[config.mk]
export PLATFORM = sky130hd
export DESIGN_NAME = uart_rx_monitor_flat
export DESIGN_NICKNAME = d
export VERILOG_FILES = /design/src/rtl/uart_rx_monitor_if.sv /design/src/rtl/uart_rx_monitor.sv /design/src/flat_wrapper.sv
export SDC_FILE = /design/constraint.sdc
export NUM_CORES = 1
export LEC_CHECK = 0
export CAP_MARGIN = 20
export CORE_MARGIN = 2
export CORE_UTILIZATION = 45
export CTS_CLUSTER_SIZE = 24
export DETAILED_ROUTE_END_ITERATION = 10
export PLACE_DENSITY_LB_ADDON = 0.25
export SYNTH_ARGS = -nofsm -noshare
export SYNTH_HDL_FRONTEND = slang
export SYNTH_SLANG_ARGS = --single-unit
[constraint.sdc]
create_clock -name clk -period 4.3 [get_ports clk]
set_input_delay 0.43 -clock clk [delete_from_list [all_inputs] [get_ports clk]]
set_output_delay 0.43 -clock clk [all_outputs]
set_load 0.01 [all_outputs]
[src/rtl/uart_rx_monitor_if.sv]
// uart_rx_monitor_if: valid/ready drain port carrying the head-of-FIFO character and its error flags
interface uart_rx_monitor_if #(parameter int DATA_BITS = 8);
   logic [DATA_BITS-1:0] data_o;
   logic frame_err_o, parity_err_o, valid_o, ready_i;
   modport master(output data_o, frame_err_o, parity_err_o, valid_o, input ready_i);
   modport slave(input data_o, frame_err_o, parity_err_o, valid_o, output ready_i);
endinterface

[src/rtl/uart_rx_monitor.sv]
// uart_rx_monitor: UART receiver with framing/parity checks and a FWFT character FIFO; UART_RX_MONITOR_DISPLAY_EN adds simulation printing
module uart_rx_monitor #(
   parameter int CLKS_PER_BIT = 434,
   parameter int DATA_BITS = 8,
   parameter int PARITY = 0,
   parameter int STOP_BITS = 1,
   parameter int FIFO_AW = 3
)(
   input logic clk,
   input logic rst,
   input logic rx_i,
   input logic clear_i,
   uart_rx_monitor_if.master drain,
   output logic [FIFO_AW:0] count_o,
   output logic overflow_o,
   output logic busy_o
);
   localparam int CW = $clog2(CLKS_PER_BIT);
   localparam int DEPTH = 1 << FIFO_AW;
   localparam int EW = DATA_BITS + 2;
   localparam logic [2:0] IDLE = 3'd0, START = 3'd1, DATA = 3'd2, PAR = 3'd3, STOP = 3'd4, BRK = 3'd5;
   localparam logic [CW-1:0] FULL_RL = CW'(CLKS_PER_BIT - 1);
   localparam logic [CW-1:0] HALF_RL = CW'(CLKS_PER_BIT / 2 - 1);
   logic s1, s2, hist, fall, tick, push, pop, full, do_push;
   logic [2:0] state, bidx;
   logic [CW-1:0] cnt;
   logic [DATA_BITS-1:0] sr;
   logic pe, fe;
   logic [EW-1:0] entry;
   logic [EW-1:0] mem [DEPTH];
   logic [FIFO_AW-1:0] wp, rp;
   assign fall = hist & ~s2;
   assign tick = cnt == '0;
   assign push = state == STOP && tick && bidx == 3'(STOP_BITS - 1);
   assign entry = {pe, fe | ~s2, sr};
   assign full = count_o == (FIFO_AW+1)'(DEPTH);
   assign pop = drain.valid_o & drain.ready_i;
   assign do_push = push & (~full | pop) & ~clear_i;
   assign busy_o = state != IDLE;
   assign drain.valid_o = count_o != '0;
   assign {drain.parity_err_o, drain.frame_err_o, drain.data_o} = drain.valid_o ? mem[rp] : '0;
   always_ff @(posedge clk or posedge rst) begin
      if (rst) begin
         {s1, s2, hist} <= 3'b111;
         state <= IDLE;
         bidx <= '0;
         cnt <= '0;
         sr <= '0;
         pe <= 1'b0;
         fe <= 1'b0;
      end else begin
         s1 <= rx_i;
         s2 <= s1;
         hist <= s2;
         if (!tick) cnt <= cnt - 1'b1;
         case (state)
            IDLE: if (fall) begin
               cnt <= HALF_RL;
               state <= START;
            end
            START: if (tick) begin
               cnt <= FULL_RL;
               bidx <= '0;
               state <= s2 ? IDLE : DATA;
            end
            DATA: if (tick) begin
               sr <= {s2, sr[DATA_BITS-1:1]};
               cnt <= FULL_RL;
               bidx <= bidx + 1'b1;
               pe <= 1'b0;
               fe <= 1'b0;
               if (bidx == 3'(DATA_BITS - 1)) begin
                  bidx <= '0;
                  state <= PARITY != 0 ? PAR : STOP;
               end
            end
            PAR: if (tick) begin
               pe <= (^sr ^ s2) != (PARITY == 1);
               cnt <= FULL_RL;
               state <= STOP;
            end
            STOP: if (tick) begin
               fe <= fe | ~s2;
               cnt <= FULL_RL;
               bidx <= bidx + 1'b1;
               if (bidx == 3'(STOP_BITS - 1)) state <= s2 ? IDLE : BRK;
            end
            BRK: if (s2) state <= IDLE;
            default: state <= IDLE;
         endcase
      end
   end
   always_ff @(posedge clk or posedge rst) begin
      if (rst) begin
         wp <= '0;
         rp <= '0;
         count_o <= '0;
         overflow_o <= 1'b0;
      end else if (clear_i) begin
         wp <= '0;
         rp <= '0;
         count_o <= '0;
         overflow_o <= 1'b0;
      end else begin
         if (do_push) wp <= wp + 1'b1;
         if (pop) rp <= rp + 1'b1;
         count_o <= count_o + (FIFO_AW+1)'(do_push) - (FIFO_AW+1)'(pop);
         if (push & full & ~pop) overflow_o <= 1'b1;
      end
   end
   always_ff @(posedge clk) if (do_push) mem[wp] <= entry;
`ifdef UART_RX_MONITOR_DISPLAY_EN
   always @(posedge clk) begin
      if (!rst && push && !clear_i) begin
         if (do_push) $write("%c", sr);
         if (do_push && (pe | fe | ~s2)) $display("[uart_rx_monitor] frame/parity error at %0t", $time);
         if (!do_push) $display("[uart_rx_monitor] overflow");
      end
   end
`endif
endmodule

[src/flat_wrapper.sv]
// flat-port wrapper written by rule: the top's interface ports become plain ports
module uart_rx_monitor_flat 
#(
   parameter int CLKS_PER_BIT = 434,
   parameter int DATA_BITS = 8,
   parameter int PARITY = 0,
   parameter int STOP_BITS = 1,
   parameter int FIFO_AW = 3
)
  (clk, rst, rx_i, clear_i, count_o, overflow_o, busy_o, drain_data_o, drain_frame_err_o, drain_parity_err_o, drain_valid_o, drain_ready_i);
  uart_rx_monitor_if #(.DATA_BITS(DATA_BITS)) drain_i ();
  input logic clk;
  input logic rst;
  input logic rx_i;
  input logic clear_i;
  output logic [FIFO_AW:0] count_o;
  output logic overflow_o;
  output logic busy_o;
  output wire logic [$bits(drain_i.data_o)-1:0] drain_data_o;
  output wire logic [$bits(drain_i.frame_err_o)-1:0] drain_frame_err_o;
  output wire logic [$bits(drain_i.parity_err_o)-1:0] drain_parity_err_o;
  output wire logic [$bits(drain_i.valid_o)-1:0] drain_valid_o;
  input wire logic [$bits(drain_i.ready_i)-1:0] drain_ready_i;
  assign drain_data_o = drain_i.data_o;
  assign drain_frame_err_o = drain_i.frame_err_o;
  assign drain_parity_err_o = drain_i.parity_err_o;
  assign drain_valid_o = drain_i.valid_o;
  assign drain_i.ready_i = drain_ready_i;
  uart_rx_monitor #(.CLKS_PER_BIT(CLKS_PER_BIT), .DATA_BITS(DATA_BITS), .PARITY(PARITY), .STOP_BITS(STOP_BITS), .FIFO_AW(FIFO_AW)) u_core (.clk(clk), .rst(rst), .rx_i(rx_i), .clear_i(clear_i), .drain(drain_i), .count_o(count_o), .overflow_o(overflow_o), .busy_o(busy_o));
endmodule
==> impl_metrics.ini <==
[outcome]
status = complete, no violations

[cts]
cts_tree = done
cts_root_buf = clkbuf_16
cts.path.max_buffers = 2
clk-insertion-delay-late_ns = 0.41
cts_setup_buffers = 0
cts.sink_count = 119
numCtsBuffers = 17
clkTransAtPathRegs_ns = 0.05
htree_levels = 4
ctsHoldBuffers = 0
cts_resized = 0

[logic_synthesis]
ys_seq_elements = 119
synthesis.area_um2 = 5260
ys.warnings.count = 0
yosysSeqAreaShare = 0.644
ys_types = 57
synth-main-ff-cell = edfxtp_1
syn-num-nets = 369
syn_avg_cell_area_um2 = 15.0
synth-edff-count = 80
syn_inst = 350
async_reset_ff_frac = 0.328

[sta]
tightest_slew_ns = 0.975
setup_viol = 0
hold_viol_final = 0
fmax_ghz = 0.307
fin_skew_ns = 0.0109
min_period_ns = 3.26
final.setup.tns_ns = 0
worst_hold_slack_ns = 0.355
relSlewSlack = 0.347
slew_viol_final = 0
period_share = 0.758
rsz0062_at_grt = no

[critical_path]
slowest_stage = nor2_1
crit_chain = inv_1 > ha_1 > or4b_4 > or3_1 > or4_4 > nor2_1
cp.required_ns = 4.33
cp_max_fo = 10
worstPathArrival_ns = 3.29
crit_type = register to register
ff2ff_setup_slack_ns = 1.04
crit_path_max_incr_delay_ns = 0.70
reg2reg_depth = 6
r2r_end = u_core.mem[4][8]
end_kind = register
cp-start-kind = register
r2r-start = u_core.cnt[0]

[routing]
wl_per_cell_um = 17.7
ant_nets = 0
totalWireLength_um = 9470
first_pass_iters = 5
vias = 2921
drc = 0
via_per_inst = 5.46
drt_iter0_drc = 163

[global_routing]
grtUsageTotal = 0.165
overflow = 0
grt_pass1_wl_um = 15700
antenna_found_initial = 0
grt_pass1_vias = 2929
grt_max_degree = 40

[die]
die_area_um2 = 12600
io_pins = 22
rows = 39
coreArea_um2 = 11400
initial_core_util = 0.460
die_w_um = 112
die_h_um = 112

[final_layout]
layout_commonest_cell = edfxtp_1
drive_above_1_share = 0.194
num_antenna_cells = 0
final_core_util = 0.543
syn_to_final_growth_pct = 18.0
layout.cells.most_common_list = edfxtp_1 (80), dfrtp_1 (36), nor2_1 (32), clkdlybuf4s50_1 (21), mux4_2 (20)
nNetsFinal = 398

[run]
maxCapViolations = 0

[placed_design]
dp_hpwl_um = 6310
gp_congestion = 0.739
io_buffers = 21

[worst_hold_path]
worstHoldStart = u_core.s1
hold_depth = 0
hold_end = u_core.s2
hp-class = register to register

[power_and_ir_drop]
power_mw = 3.74
p_leak_nw = 2.31
power_density_nw_per_um2 = 604
peakVddDrop_mv = 0.284
## final cells by class
| cell class | instances | area [um2] |
|---|---|---|
| inverter | 15 | 56.3 |
| fill | 917 | 5220 |
| sequential | 119 | 3380 |
| clock inverter | 14 | 158 |
| clock buffer | 18 | 429 |
| multi-input combinational | 202 | 1760 |
| timing repair buffer | 24 | 233 |
| tap | 143 | 179 |
## cells in the mapped netlist, types with 4 or more instances
cell type	instances	area [um2]
o21ai_0	11	55.1
ha_1	13	163
nor3_1	8	40.0
mux4_2	20	450
clkbuf_1	10	37.5
mux2_2	10	113
o31ai_1	4	30.0
nor2b_1	6	37.5
inv_1	15	56.3
mux2i_1	12	120
nor2_1	32	120
a21oi_1	8	40.0
nand2_1	11	41.3
edfxtp_1	80	2400
xnor2_1	9	78.8
dfrtp_1	36	901
nand2b_1	7	43.8
## metal layers
metal / global-route usage / routed length (um) / vias to the layer above
met1: 0.225 / 4360 / 1453
met4: 0.0667 / 131 / 0
met2: 0.253 / 4670 / 68
li1: - / - / 1390
met3: 0.0481 / 312 / 10
met5: 0 / 0 / -
## where the power goes
| part | total (mW) | internal (mW) | switching, mW |
|---|---|---|---|
| combinational | 0.948 | 0.507 | 0.441 |
| clock | 1.40 | 0.903 | 0.497 |
| sequential | 1.40 | 1.28 | 0.112 |
| total | 3.74 | 2.69 | 1.05 |
## registers in the layout (all words and copies together), names as in the netlist
register	count
u_core.fe	1
u_core.s2	1
u_core.rp	3
u_core.hist	1
u_core.cnt	9
u_core.pe	1
u_core.sr	8
u_core.state	3
u_core.wp	3
u_core.mem	80
u_core.s1	1
u_core.bidx	3
u_core.overflow_o	1
u_core.count_o	4
## how the worst max path moves through the flow
| stage | startpoint | to | slack, ns |
|---|---|---|---|
| 2_1_floorplan | u_core.cnt[0] | u_core.mem[4][0] | 1.36 |
| 3_3_place_gp | u_core.cnt[0] | u_core.mem[4][6] | 1.11 |
| 3_5_place_dp | u_core.cnt[0] | u_core.mem[4][3] | 0.98 |
| 4_1_cts | u_core.cnt[0] | u_core.mem[4][6] | 0.98 |
| 5_1_grt | u_core.cnt[0] | u_core.mem[4][6] | 0.85 |
| 6_report | u_core.cnt[0] | u_core.mem[4][8] | 1.04 |
## cell families (layout without fill, tap and decap cells)
logic type                 count (synthesis)  count (layout)  share of synthesized area
muxes                                     42              42                      0.130
DFF                                      119             119                      0.644
xor gates and xnor gates                  12              12                     0.0226
AOI/OAI and AO/OA                         41              41                     0.0524
adders and majority gates                 15              15                     0.0367
and+or+nand+nor                           92              92                     0.0936
buffers and inverters                     29              71                     0.0212
## through the flow
stage / area [um2] / setup WS (ns) / std cells
finish: 6200 / 1.04 / 535
global route: 6200 / 0.846 / 535
CTS: 6200 / 0.979 / 535
detailed placement: 5610 / 0.983 / 503
global placement: 5610 / 1.11 / 503
floorplan: 5260 / 1.36 / 350
## worst max-delay path: cells and delay by family (launching register included)
family	cells	cell delay, ns
fa+ha+maj	1	0.21
buf+inv	1	0.06
flops	1	0.39
simple gates	4	2.22
No activity file was read; power rests on OpenSTA's default activity.
